==> src/rtl/rv32i_amo_sequencer_pkg.sv <==
// Shared constants and state type for the RV32A word-atomic sequencer.
package rv32i_amo_sequencer_pkg;

  localparam logic [4:0] AMO_F5_ADD  = 5'b00000;
  localparam logic [4:0] AMO_F5_SWAP = 5'b00001;
  localparam logic [4:0] AMO_F5_XOR  = 5'b00100;
  localparam logic [4:0] AMO_F5_OR   = 5'b01000;
  localparam logic [4:0] AMO_F5_AND  = 5'b01100;

  localparam logic [2:0] AMO_F3_W    = 3'b010;

  typedef enum logic [2:0] {
    AMO_ST_IDLE,
    AMO_ST_RD_REQ,
    AMO_ST_RD_WAIT,
    AMO_ST_WR_REQ,
    AMO_ST_DONE
  } amo_state_t;

endpackage

==> src/rtl/rv32i_amo_sequencer_alu.sv <==
// Combinational AMO operation unit; also flags funct5 codes outside the supported set.
module rv32i_amo_alu
  import rv32i_amo_sequencer_pkg::*;
#(
  parameter int unsigned XLEN = 32
) (
  input  logic [4:0]      funct5,
  input  logic [XLEN-1:0] old_val,
  input  logic [XLEN-1:0] rs2_val,
  output logic [XLEN-1:0] new_val,
  output logic            unsupported
);

  always_comb begin
    new_val     = '0;
    unsupported = 1'b0;
    case (funct5)
      AMO_F5_ADD:  new_val = old_val + rs2_val;
      AMO_F5_SWAP: new_val = rs2_val;
      AMO_F5_XOR:  new_val = old_val ^ rs2_val;
      AMO_F5_OR:   new_val = old_val | rs2_val;
      AMO_F5_AND:  new_val = old_val & rs2_val;
      default:     unsupported = 1'b1;
    endcase
  end

endmodule

==> src/rtl/rv32i_amo_sequencer.sv <==
// Read-modify-write sequencer for RV32A word atomics: stalls the core, reads,
// computes, writes back to memory and returns the old value for write-back.
module rv32i_amo_sequencer
  import rv32i_amo_sequencer_pkg::*;
#(
  parameter int unsigned XLEN = 32
) (
  input  logic            clk,
  input  logic            rst,
  input  logic            amo_start,
  input  logic [4:0]      amo_funct5,
  input  logic [2:0]      amo_funct3,
  input  logic [XLEN-1:0] amo_addr,
  input  logic [XLEN-1:0] amo_rs2,
  output logic            stall,
  output logic            mem_req,
  output logic            mem_we,
  output logic [XLEN-1:0] mem_addr,
  output logic [XLEN-1:0] mem_wdata,
  input  logic            mem_gnt,
  input  logic            mem_rvalid,
  input  logic [XLEN-1:0] mem_rdata,
  output logic            rd_we,
  output logic [XLEN-1:0] rd_data,
  output logic            amo_done,
  output logic            amo_fault
);

  amo_state_t      state, state_nx;
  logic [XLEN-1:0] addr_q, rs2_q, old_q, new_q;
  logic [4:0]      funct5_q;
  logic            fault_q;

  logic [4:0]      alu_funct5;
  logic [XLEN-1:0] alu_new;
  logic            alu_unsupported;
  logic            start_fault;

  // One ALU serves both the IDLE legality check (live funct5) and the RD_WAIT compute.
  assign alu_funct5 = (state == AMO_ST_IDLE) ? amo_funct5 : funct5_q;

  rv32i_amo_alu #(.XLEN(XLEN)) u_alu (
    .funct5      (alu_funct5),
    .old_val     (mem_rdata),
    .rs2_val     (rs2_q),
    .new_val     (alu_new),
    .unsupported (alu_unsupported)
  );

  assign start_fault = (amo_addr[1:0] != 2'b00) || (amo_funct3 != AMO_F3_W) || alu_unsupported;

  always_ff @(posedge clk) begin
    if (rst) begin
      state    <= AMO_ST_IDLE;
      addr_q   <= '0;
      rs2_q    <= '0;
      funct5_q <= '0;
      old_q    <= '0;
      new_q    <= '0;
      fault_q  <= 1'b0;
    end else begin
      state <= state_nx;
      if (state == AMO_ST_IDLE && amo_start) begin
        addr_q   <= amo_addr;
        rs2_q    <= amo_rs2;
        funct5_q <= amo_funct5;
        fault_q  <= start_fault;
        old_q    <= '0;
      end
      if (state == AMO_ST_RD_WAIT && mem_rvalid) begin
        old_q <= mem_rdata;
        new_q <= alu_new;
      end
    end
  end

  always_comb begin
    state_nx = state;
    stall    = 1'b0;
    case (state)
      AMO_ST_IDLE: begin
        if (amo_start) begin
          stall    = 1'b1;
          state_nx = start_fault ? AMO_ST_DONE : AMO_ST_RD_REQ;
        end
      end
      AMO_ST_RD_REQ: begin
        stall = 1'b1;
        if (mem_gnt) state_nx = AMO_ST_RD_WAIT;
      end
      AMO_ST_RD_WAIT: begin
        stall = 1'b1;
        if (mem_rvalid) state_nx = AMO_ST_WR_REQ;
      end
      AMO_ST_WR_REQ: begin
        stall = 1'b1;
        if (mem_gnt) state_nx = AMO_ST_DONE;
      end
      AMO_ST_DONE: state_nx = AMO_ST_IDLE;
      default:     state_nx = AMO_ST_IDLE;
    endcase
  end

  assign mem_req   = (state == AMO_ST_RD_REQ) || (state == AMO_ST_WR_REQ);
  assign mem_we    = (state == AMO_ST_WR_REQ);
  assign mem_addr  = addr_q;
  assign mem_wdata = new_q;
  assign amo_done  = (state == AMO_ST_DONE);
  assign amo_fault = amo_done && fault_q;
  assign rd_we     = amo_done && !fault_q;
  assign rd_data   = old_q;

endmodule

==> config.mk <==
export PLATFORM = sky130hd
export DESIGN_NAME = rv32i_amo_sequencer
export DESIGN_NICKNAME = d
export VERILOG_FILES = /design/src/rtl/rv32i_amo_sequencer_pkg.sv /design/src/rtl/rv32i_amo_sequencer_alu.sv /design/src/rtl/rv32i_amo_sequencer.sv
export SDC_FILE = /design/constraint.sdc
export NUM_CORES = 1
export LEC_CHECK = 0
export ABC_AREA = 1
export BUFFER_PORTS_ARGS = -buffer_cell sky130_fd_sc_hd__buf_2
export CAP_MARGIN = 10
export CORE_ASPECT_RATIO = 1.25
export CORE_MARGIN = 1.5
export CORE_UTILIZATION = 55
export CTS_CLUSTER_DIAMETER = 30
export DETAILED_ROUTE_END_ITERATION = 10
export GPL_ROUTABILITY_DRIVEN = 0
export PLACE_DENSITY = 0.81
export SYNTH_ARGS = -nofsm -noshare
export SYNTH_HDL_FRONTEND = slang
export SYNTH_SLANG_ARGS = --single-unit
==> constraint.sdc <==
create_clock -name clk -period 2.55 [get_ports clk]
set_input_delay 0.255 -clock clk [delete_from_list [all_inputs] [get_ports clk]]
set_output_delay 0.255 -clock clk [all_outputs]
set_load 0.01 [all_outputs]
* After elaboration in Yosys (flattened, before gate mapping)
Index checks and enable logic that the tools add are counted.
W data, S select, Z words.
** Operators by class
- Add/sub/neg operators :: 1
- Reductions and logical operators :: 15
- Bitwise logic cells :: 3
- Equality and inequality tests :: 13
- Muxes and demuxes :: 13
** Operators by type and width (number)
- $pmux W32 S5 :: 1
- $mux W32 :: 2
- $add A32 B32 Y32 :: 1
- $and A32 B32 Y32 :: 1
- $or A32 B32 Y32 :: 1
- $xor A32 B32 Y32 :: 1
- $mux W3 :: 5
- $pmux W3 S4 :: 1
- $eq A5 B4 Y1 const B :: 2
- $eq A3 B2 Y1 const B :: 2
- $ne A2 B2 Y1 const B :: 3
- $eq A5 B1 Y1 const B :: 1
- $eq A5 B3 Y1 const B :: 1
- $logic_not A5 Y1 :: 1
- $mux W5 :: 1
- $reduce_or A5 Y1 :: 1
- $logic_and A1 B1 Y1 :: 4
- $reduce_and A4 Y1 :: 1
- $reduce_bool A2 Y1 :: 2
- $eq A3 B1 Y1 const B :: 1
- $eq A3 B3 Y1 const B :: 1
- $logic_not A3 Y1 :: 1
- $logic_or A1 B1 Y1 :: 3
- $ne A3 B2 Y1 const B :: 1
- other kinds (5) :: 6
** Word-level totals
- Input port bits :: 109
- Word-level logic and storage cells :: 52
- Output and inout bits :: 102
- Flip-flop bits (word level) :: 137

* Longest topological paths before layout
Gate-level depths: netlist (run 1).
- Depth after elaboration :: 9
- Gate-level depth with buffers :: 14
- Depth with buffers taken out :: 14

* Cells and area by module
From an unflattened synthesis (run 1), not the netlist that was laid out.
** Second synthesis, totals
- Cell total of the unflattened synthesis :: 1439
- Area total of the unflattened synthesis :: 9063.7 um^2
** By module, submodules not included
- rv32i_amo_sequencer :: instances 1, sequential area each 2742.6 um^2, area an instance 5097.4 um^2, cells an instance 651
- rv32i_amo_alu :: instances 1, sequential area each 0.0 um^2, area an instance 3966.3 um^2, cells an instance 788

* Worst setup path after synthesis (run 1)
OpenSTA, ideal clock, no wires.
- Path type :: reg-to-reg
- Start point :: register rs2_q[0]
- End point :: register new_q[10] (netlist: mem_wdata[10])
- Period minus slack after synthesis :: 1.814 ns
- Setup time :: 0.132 ns
- Buffers on the path :: 0
- Data required time :: 2.418 ns
- Slack :: 0.736 ns
- Stages on the path, launching flop included :: 15
- Data arrival time :: 1.682 ns
- Cells stage by stage :: dfxtp_1 -> ha_1 -> fa_1 -> nand2_1 -> nand3_1 -> nand3_1 -> nand2_1 -> nand2_1 -> nand2_1 -> nor2_1 -> nor2_1 -> nand2_1 -> nand2_1 -> nand2_1 -> a21oi_1
** On the way
- Longest elaborated chain between the ends :: 2
** RTL lines
- start, declared :: RTL line rv32i_amo_sequencer.sv:30 : logic [XLEN-1:0] addr_q, rs2_q, old_q, new_q;
- start signal, assigned :: RTL line rv32i_amo_sequencer.sv:65 : rs2_q <= amo_rs2;
- $add A32 B32 Y32 :: RTL line rv32i_amo_sequencer_alu.sv:18 : AMO_F5_ADD: new_val = old_val + rs2_val;
- $pmux W32 S5 :: RTL line rv32i_amo_sequencer_alu.sv:17 : case (funct5)
- end signal, assigned :: RTL line rv32i_amo_sequencer.sv:72 : new_q <= alu_new;
- end, declared :: RTL line rv32i_amo_sequencer.sv:30
No other way between the ends.
A chain may end at the register's enable or synchronous reset.

* Worst setup path in the final report (run 1)
- Start point :: register state[2]
- End point :: register new_q[14] (netlist: mem_wdata[14])
** On the way
- Longest elaborated chain between the ends :: 4
- Elaborated cells on any way between the ends :: 10
- Classes of those cells :: 5 x eq/ne; 2 x mux; 3 x reduce/logical
** RTL lines
- start, declared :: RTL line rv32i_amo_sequencer.sv:29 : amo_state_t state, state_nx;
- start signal, assigned :: RTL line rv32i_amo_sequencer.sv:62 : state <= state_nx;
- $logic_not A3 Y1 :: RTL line rv32i_amo_sequencer.sv:40 : assign alu_funct5 = (state == AMO_ST_IDLE) ? amo_funct5 : funct5_q;
- $mux W5 :: RTL line rv32i_amo_sequencer.sv:40
- $eq A5 B4 Y1 (tied with other cells) :: RTL line rv32i_amo_sequencer_alu.sv:17
- $pmux W32 S5 :: RTL line rv32i_amo_sequencer_alu.sv:17
Several ways; a longest one is shown, not always the timed one.

==> results of run 1 <==
-- cell families after synthesis --
family          Yosys count  synth area share [%]
compound gates          279                 15.96
fa+ha+maj                65                 9.033
flops                   137                 30.18
xor+xnor                  3                0.2892
simple gates            649                 32.40
buf+inv                 278                 12.13
-- worst max-delay path: stages (launching register included) --
cell and delay [ns]:
dfxtp_1 0.39, nor2_8 0.25, nand3_1 0.12, nand2_2 0.13, nand2_2 0.12, nor2_8 0.26, nand2_4 0.15, inv_2 0.41
nand3_1 0.13, nand2_1 0.09, nand2_1 0.05, a21oi_1 0.16
-- stage by stage --
step                setup slack (ns)  instance area (µm²)  hold slack [ns]  std cells
floorplan                     0.7360                 9086           0.4033       1411
global placement              0.3997                10290           0.4456       1793
detailed placement            0.2856                10290           0.4502       1793
CTS                           0.2449                10890          0.07305       1825
global route                 0.08476                10890          0.06700       1825
finish                        0.2017                10890          0.07417       1825
-- area by class of cell --
class | instances | area share (%)
clock inverters | 15 | 1.529
flip-flops and latches | 137 | 25.20
clock buffers | 17 | 3.908
repair buffers | 224 | 10.97
inverters | 220 | 7.632
well taps | 216 | 2.483
multi-input cells | 996 | 48.29
-- synthesized netlist by cell type, types with 11 or more instances --
cell and count:
clkbuf_1 39, buf_2 13, nor3_1 11, dfxtp_1 137, nand2_1 345, nor2_1 74
a21oi_1 157, o22ai_1 11, inv_1 209, ha_1 64, nand3_1 171, o21ai_0 89
-- routing by layer --
layer	wire (µm)	global-route usage, %
met1	11300	38.04
met2	13710	57.08
met3	2419	8.657
met4	1093	14.94
met5	10	0
-- power by group through the flow --
stage	logic (mW)	registers [mW]	clock network (mW)
detailed placement	1.43	2.35	0
CTS	1.45	2.30	2.53
floorplan	0.980	2.35	0
finish	1.47	2.30	2.52
global route	1.63	2.31	2.63
global placement	1.41	2.34	0
-- worst paths after layout --
check / from / endpoint / slack [ns] / cells past startpoint
setup / recovery: state[2] / mem_wdata[14] / 0.20 / 11
setup reg to reg: state[2] / mem_wdata[14] / 0.20 / 11
hold / removal: amo_addr[24] / mem_addr[24] / 0.07 / 3
hold reg to reg: mem_addr[8] / mem_addr[8] / 0.46 / 2
-- state kept, by name, summed over array words and instances (netlist names) --
name	flops
mem_addr	32
mem_wdata	32
rd_data	32
rs2_q	32
funct5_q	5
state	3
fault_q	1
==> results.md, run 1 <==
* Post-synthesis cell count at between 1,000 and 1,500
* Post-CTS sizing at 0
* Final core occ at 67.19%
* N_diodes at 0
* Post-synth EDFFs at 0
* CP arrival at 2.71 ns
* P&R area growth vs syn at 19.80%
* Num CTS Buffers at 17
* Core area at 16,200 µm²
* Sw Pwr at about 2.3 mW
* HPWL Detailed at 20.61 mm
* Yosys reg bits at 137
* Final antenna-violating net count at 0
* Hold WC Path Type: in2reg
* Overflow after GRT at 0
* Initial Util at 56.09%
* Fmax at approximately 430 MHz
* Fin nets at 1,770
* Clock Latency Late Sink at 0.44 ns
* Setup Skew at 0.01060 ns
* Commonest non-fill, non-tap cell in the layout: nand2_1
* PnR Total Power at 6.298 mW
* Synth Flop Type: dfxtp_1
* Clk sink count at 137
* DRT Pass-1 Iters at 6
* Pint at 4.037 mW
* Cts hold-fix bufs at 0
* Filler cells at 1,469
* Gr usage total at between 30 and 40%
* Rows at 52
* Max rail drop VDD at between 0.0004 and 0.0005 V
* Layout cells sized above 1 at 18.96%
* Setup Crit Path Kind: reg2reg
* Port-buffer cells at 210
* Post-route DRC at 0
* Crit share post-route at 92.09%
* Post-synthesis cell type count at 39
* Via count at about 10,000
* CTS root buffer: clkbuf_16
* Clock share of power at 40.1%
* Number of max-cap violations at 0
* Postcts setup bufs at 0
* Synth area leaders: dfxtp_1 30%, nand2_1 14%, nand3_1 9.4%
* Register share of total power at 36.5%
* Mapped Area at between 9000 and 10,000 µm²
* Switching Fraction at 35.90%
* Die Width at 118.0 µm
* Setup violations, final at 0
* Drt initial violations at 729
* Post-synthesis sequential area ratio at 30.18%
* Critical Path RT at 2.91 ns
* Total Neg Setup Slack at 0 ns
* Initial antenna violation count at 1
* Largest net degree at the start of global routing at 79
* Synth Net Count at 1,585
* Die Y at 146.7 µm
* FF/Latch Area at 2743 µm²
* Routed wire length at 28.53 mm
* Top cell type by total area after synthesis: dfxtp_1
* DR vias/cell at 5.485
* Relative slew slack at 40.61%
* Syn_area_per_cell at 6.440 µm²
* Die area at 17,310 µm²
* Clock slew at reported path FFs at 0.07 ns
* Largest fanout on the critical path at 23
* Actual slew at the worst max-slew pin at 0.8908 ns
* Worst setup SP type: flip-flop
* Final Hold Vio Count at 0
* Logic pwr share at a little under a quarter
* CTS tree: done
* Ys async rst share at 0%
* Unrepaired setup endpoints after global routing: no
* Max clock buf depth at 2
* H-Tree Depth at 4
* WL/cell at 15.64 µm
* Top Ports at between 200 and 250
* Yosys top cell area share at 30.18%
* Commonest cells after routing, fill and taps aside: 344 x nand2_1, 210 x buf_2, 209 x inv_1
* Element type at the critical path end: flip-flop
* Cell Pwr Density at roughly 580 nW/µm²
* Max-slew violations at 0
* Vias in the first global route at between 9,000 and 10,000
* Leakage at 5.649 nW
* Status: finished, final reports clean
* Multi-input logic area at 5256 µm²
* Synth warn at 0
* Fin crit period at 2.348 ns
* First-pass GRT wire length at 46.10 mm
No activity file was read; power rests on OpenSTA's default activity.
==> run 2: changes to the inputs <==
--- a/config.mk
+++ b/config.mk
@@ -10,11 +10,12 @@
 export CAP_MARGIN = 10
 export CORE_ASPECT_RATIO = 1.25
 export CORE_MARGIN = 1.5
-export CORE_UTILIZATION = 55
+export CORE_UTILIZATION = 57
+export CTS_BUF_LIST = sky130_fd_sc_hd__clkbuf_2 sky130_fd_sc_hd__clkbuf_4 sky130_fd_sc_hd__clkbuf_8
 export CTS_CLUSTER_DIAMETER = 30
 export DETAILED_ROUTE_END_ITERATION = 10
 export GPL_ROUTABILITY_DRIVEN = 0
-export PLACE_DENSITY = 0.81
+export PLACE_DENSITY = 0.84
 export SYNTH_ARGS = -nofsm -noshare
 export SYNTH_HDL_FRONTEND = slang
 export SYNTH_SLANG_ARGS = --single-unit
==> run 2 against run 1 <==
Flip-flop and latch count did not move; highest routed layer is now met4; non-clock buffer count decreased by 4; clock power decreased by 32%; first-iteration DRC count is 3.7% higher; via count fell by 0.16%; die area fell by 3.4%; cell count shrank 0.44%; sequential share of layout area up 0.59 points; global-route usage is 0.69 points higher; cell area fell by 2.3%; hold slack got worse by 0.011 ns; combinational power about the same.
==> results.md, run 2 (synthesized netlist as in run 1, its figures left out) <==
* First-pass GRT wire length at 44.70 mm (-3.0%)
* Via count at 9,994 (-0.16%)
* CTS root buffer: clkbuf_8
* Worst setup SP type: flip-flop
* Final core occ at 68.32% (+1.1 points)
* P&R area growth vs syn at 17.08%
* Fin crit period at 2.288 ns (-0.06066 ns)
* Clk sink count at 137 (unchanged)
* Core area at 15,570 µm² (-3.9%)
* WL/cell at 15.24 µm (-2.6%)
* Vias in the first global route at 9,480 (-0.64%)
* HPWL Detailed at 20.33 mm (-1.4%)
* Filler cells at 1,459 (-0.68%)
* N_diodes at 0 (unchanged)
* Die Y at 144.2 µm (-1.7%)
* Final Hold Vio Count at 0 (unchanged)
* Layout cells sized above 1 at 18.75% (-0.20 points)
* Relative slew slack at 43.05% (+2.4 points)
* DRT Pass-1 Iters at 8 (+2)
* Total Neg Setup Slack at 0 ns (unchanged)
* Critical Path RT at 2.93 ns (+0.02 ns)
* Unrepaired setup endpoints after global routing: no
* Final antenna-violating net count at 0 (unchanged)
* Largest net degree at the start of global routing at 88 (+11%)
* Num CTS Buffers at 17 (unchanged)
* Actual slew at the worst max-slew pin at 0.8543 ns (-0.03653 ns)
* Commonest cells after routing, fill and taps aside: 344 x nand2_1, 210 x buf_2, 209 x inv_1
* Setup Skew at 0.01316 ns (+0.002556 ns)
* Die area at 16,710 µm² (-3.4%)
* Max-slew violations at 0 (unchanged)
* Postcts setup bufs at 0 (unchanged)
* Cell Pwr Density at 513.9 nW/µm² (-11%)
* Gr usage total at 33.62% (+0.69 points)
* Clock Latency Late Sink at 0.46 ns (+0.02 ns)
* Setup violations, final at 0 (unchanged)
* Crit share post-route at 89.71% (-2.4 points)
* Status: finished, final reports clean
* Port-buffer cells at 210 (unchanged)
* Number of max-cap violations at 0 (unchanged)
* Leakage at 5.527 nW (-2.2%)
* Max clock buf depth at 2 (unchanged)
* Max rail drop VDD at 0.0003936 V (-13%)
* Hold WC Path Type: in2reg
* Element type at the critical path end: flip-flop
* Commonest non-fill, non-tap cell in the layout: nand2_1
* Routed wire length at 27.68 mm (-3.0%)
* Initial antenna violation count at 0 (-1)
* Post-CTS sizing at 0 (unchanged)
* Cts hold-fix bufs at 0 (unchanged)
* DR vias/cell at 5.500 (+0.28%)
* Fmax at 437.1 MHz (+2.7%)
* Top Ports at 211 (unchanged)
* Die Width at 115.9 µm (-1.7%)
* Initial Util at 58.36% (+2.3 points)
* CP arrival at 2.67 ns (-0.04 ns)
* Fin nets at 1,766 (-0.23%)
* Largest fanout on the critical path at 23 (unchanged)
* Post-route DRC at 0 (unchanged)
* Drt initial violations at 756 (+3.7%)
* Overflow after GRT at 0 (unchanged)
* H-Tree Depth at 4 (unchanged)
* Rows at 51 (-1.9%)
* Clock slew at reported path FFs at 0.08 ns (about the same)
* CTS tree: done
* Setup Crit Path Kind: reg2reg
## run 2: cell types whose count changed in the layout (fill, tap and decap cells not counted), moves of 4 or more
cell	delta
inv_6	-4
clkbuf_8	+17
inv_8	-5
clkinv_2	+4
buf_4	-5
clkbuf_16	-17
## run 2: per-layer routing
metal  global-route usage, %  routed length (µm)
met1                   40.72               10940
met2                   57.21               13310
met3                   8.005                2481
met4                   13.22                 954
met5                       0                   0
## run 2: worst paths after layout
kind | startpoint | endpoint | slack [ns] | depth (start not counted)
setup / recovery | state[2] | mem_wdata[13] | 0.26 | 11
hold / removal | amo_addr[20] | mem_addr[20] | 0.06 | 3
hold reg to reg | mem_addr[28] | mem_addr[28] | 0.46 | 2
setup reg to reg | state[2] | mem_wdata[13] | 0.26 | 11
## run 2: worst max-delay path, cell delays in order, from the launching register on
cell	delay, ns
dfxtp_1	0.39
nor2_8	0.25
nand3_1	0.12
nand2_2	0.13
nand2_2	0.12
nor2_8	0.13
nand2_4	0.11
inv_2	0.42
nand3_1	0.22
nand2_1	0.12
nand2_1	0.05
a21oi_1	0.13
## run 2: through the flow
step	total power [mW]	hold WS [ns]	instance area (µm²)	setup slack, ns	cells
after detailed placement	3.767	0.4504	10270	0.3198	1785
after global placement	3.738	0.4424	10270	0.3468	1785
final	5.466	0.06317	10640	0.2624	1817
after CTS	5.462	0.04618	10640	0.3042	1817
after global routing	5.758	0.05533	10640	0.1164	1817
after floorplan	3.334	0.4033	9086	0.7360	1411
## run 2: final cells by class
cell class | count | area (µm²) | area share [%]
Multi-Input combinational cell | 996 | 5256 | 49.41
Sequential cell | 137 | 2743 | 25.78
Timing Repair Buffer | 220 | 1176 | 11.06
Inverter | 220 | 830.8 | 7.810
Tap cell | 212 | 265.3 | 2.494
Clock buffer | 18 | 241.5 | 2.270
Clock inverter | 14 | 125.1 | 1.176
## run 2: report_power, final
part | internal (mW) | switching [mW] | total (mW)
combinational | 0.474 | 0.985 | 1.46
sequential | 2.24 | 0.0620 | 2.30
clock | 0.783 | 0.926 | 1.71
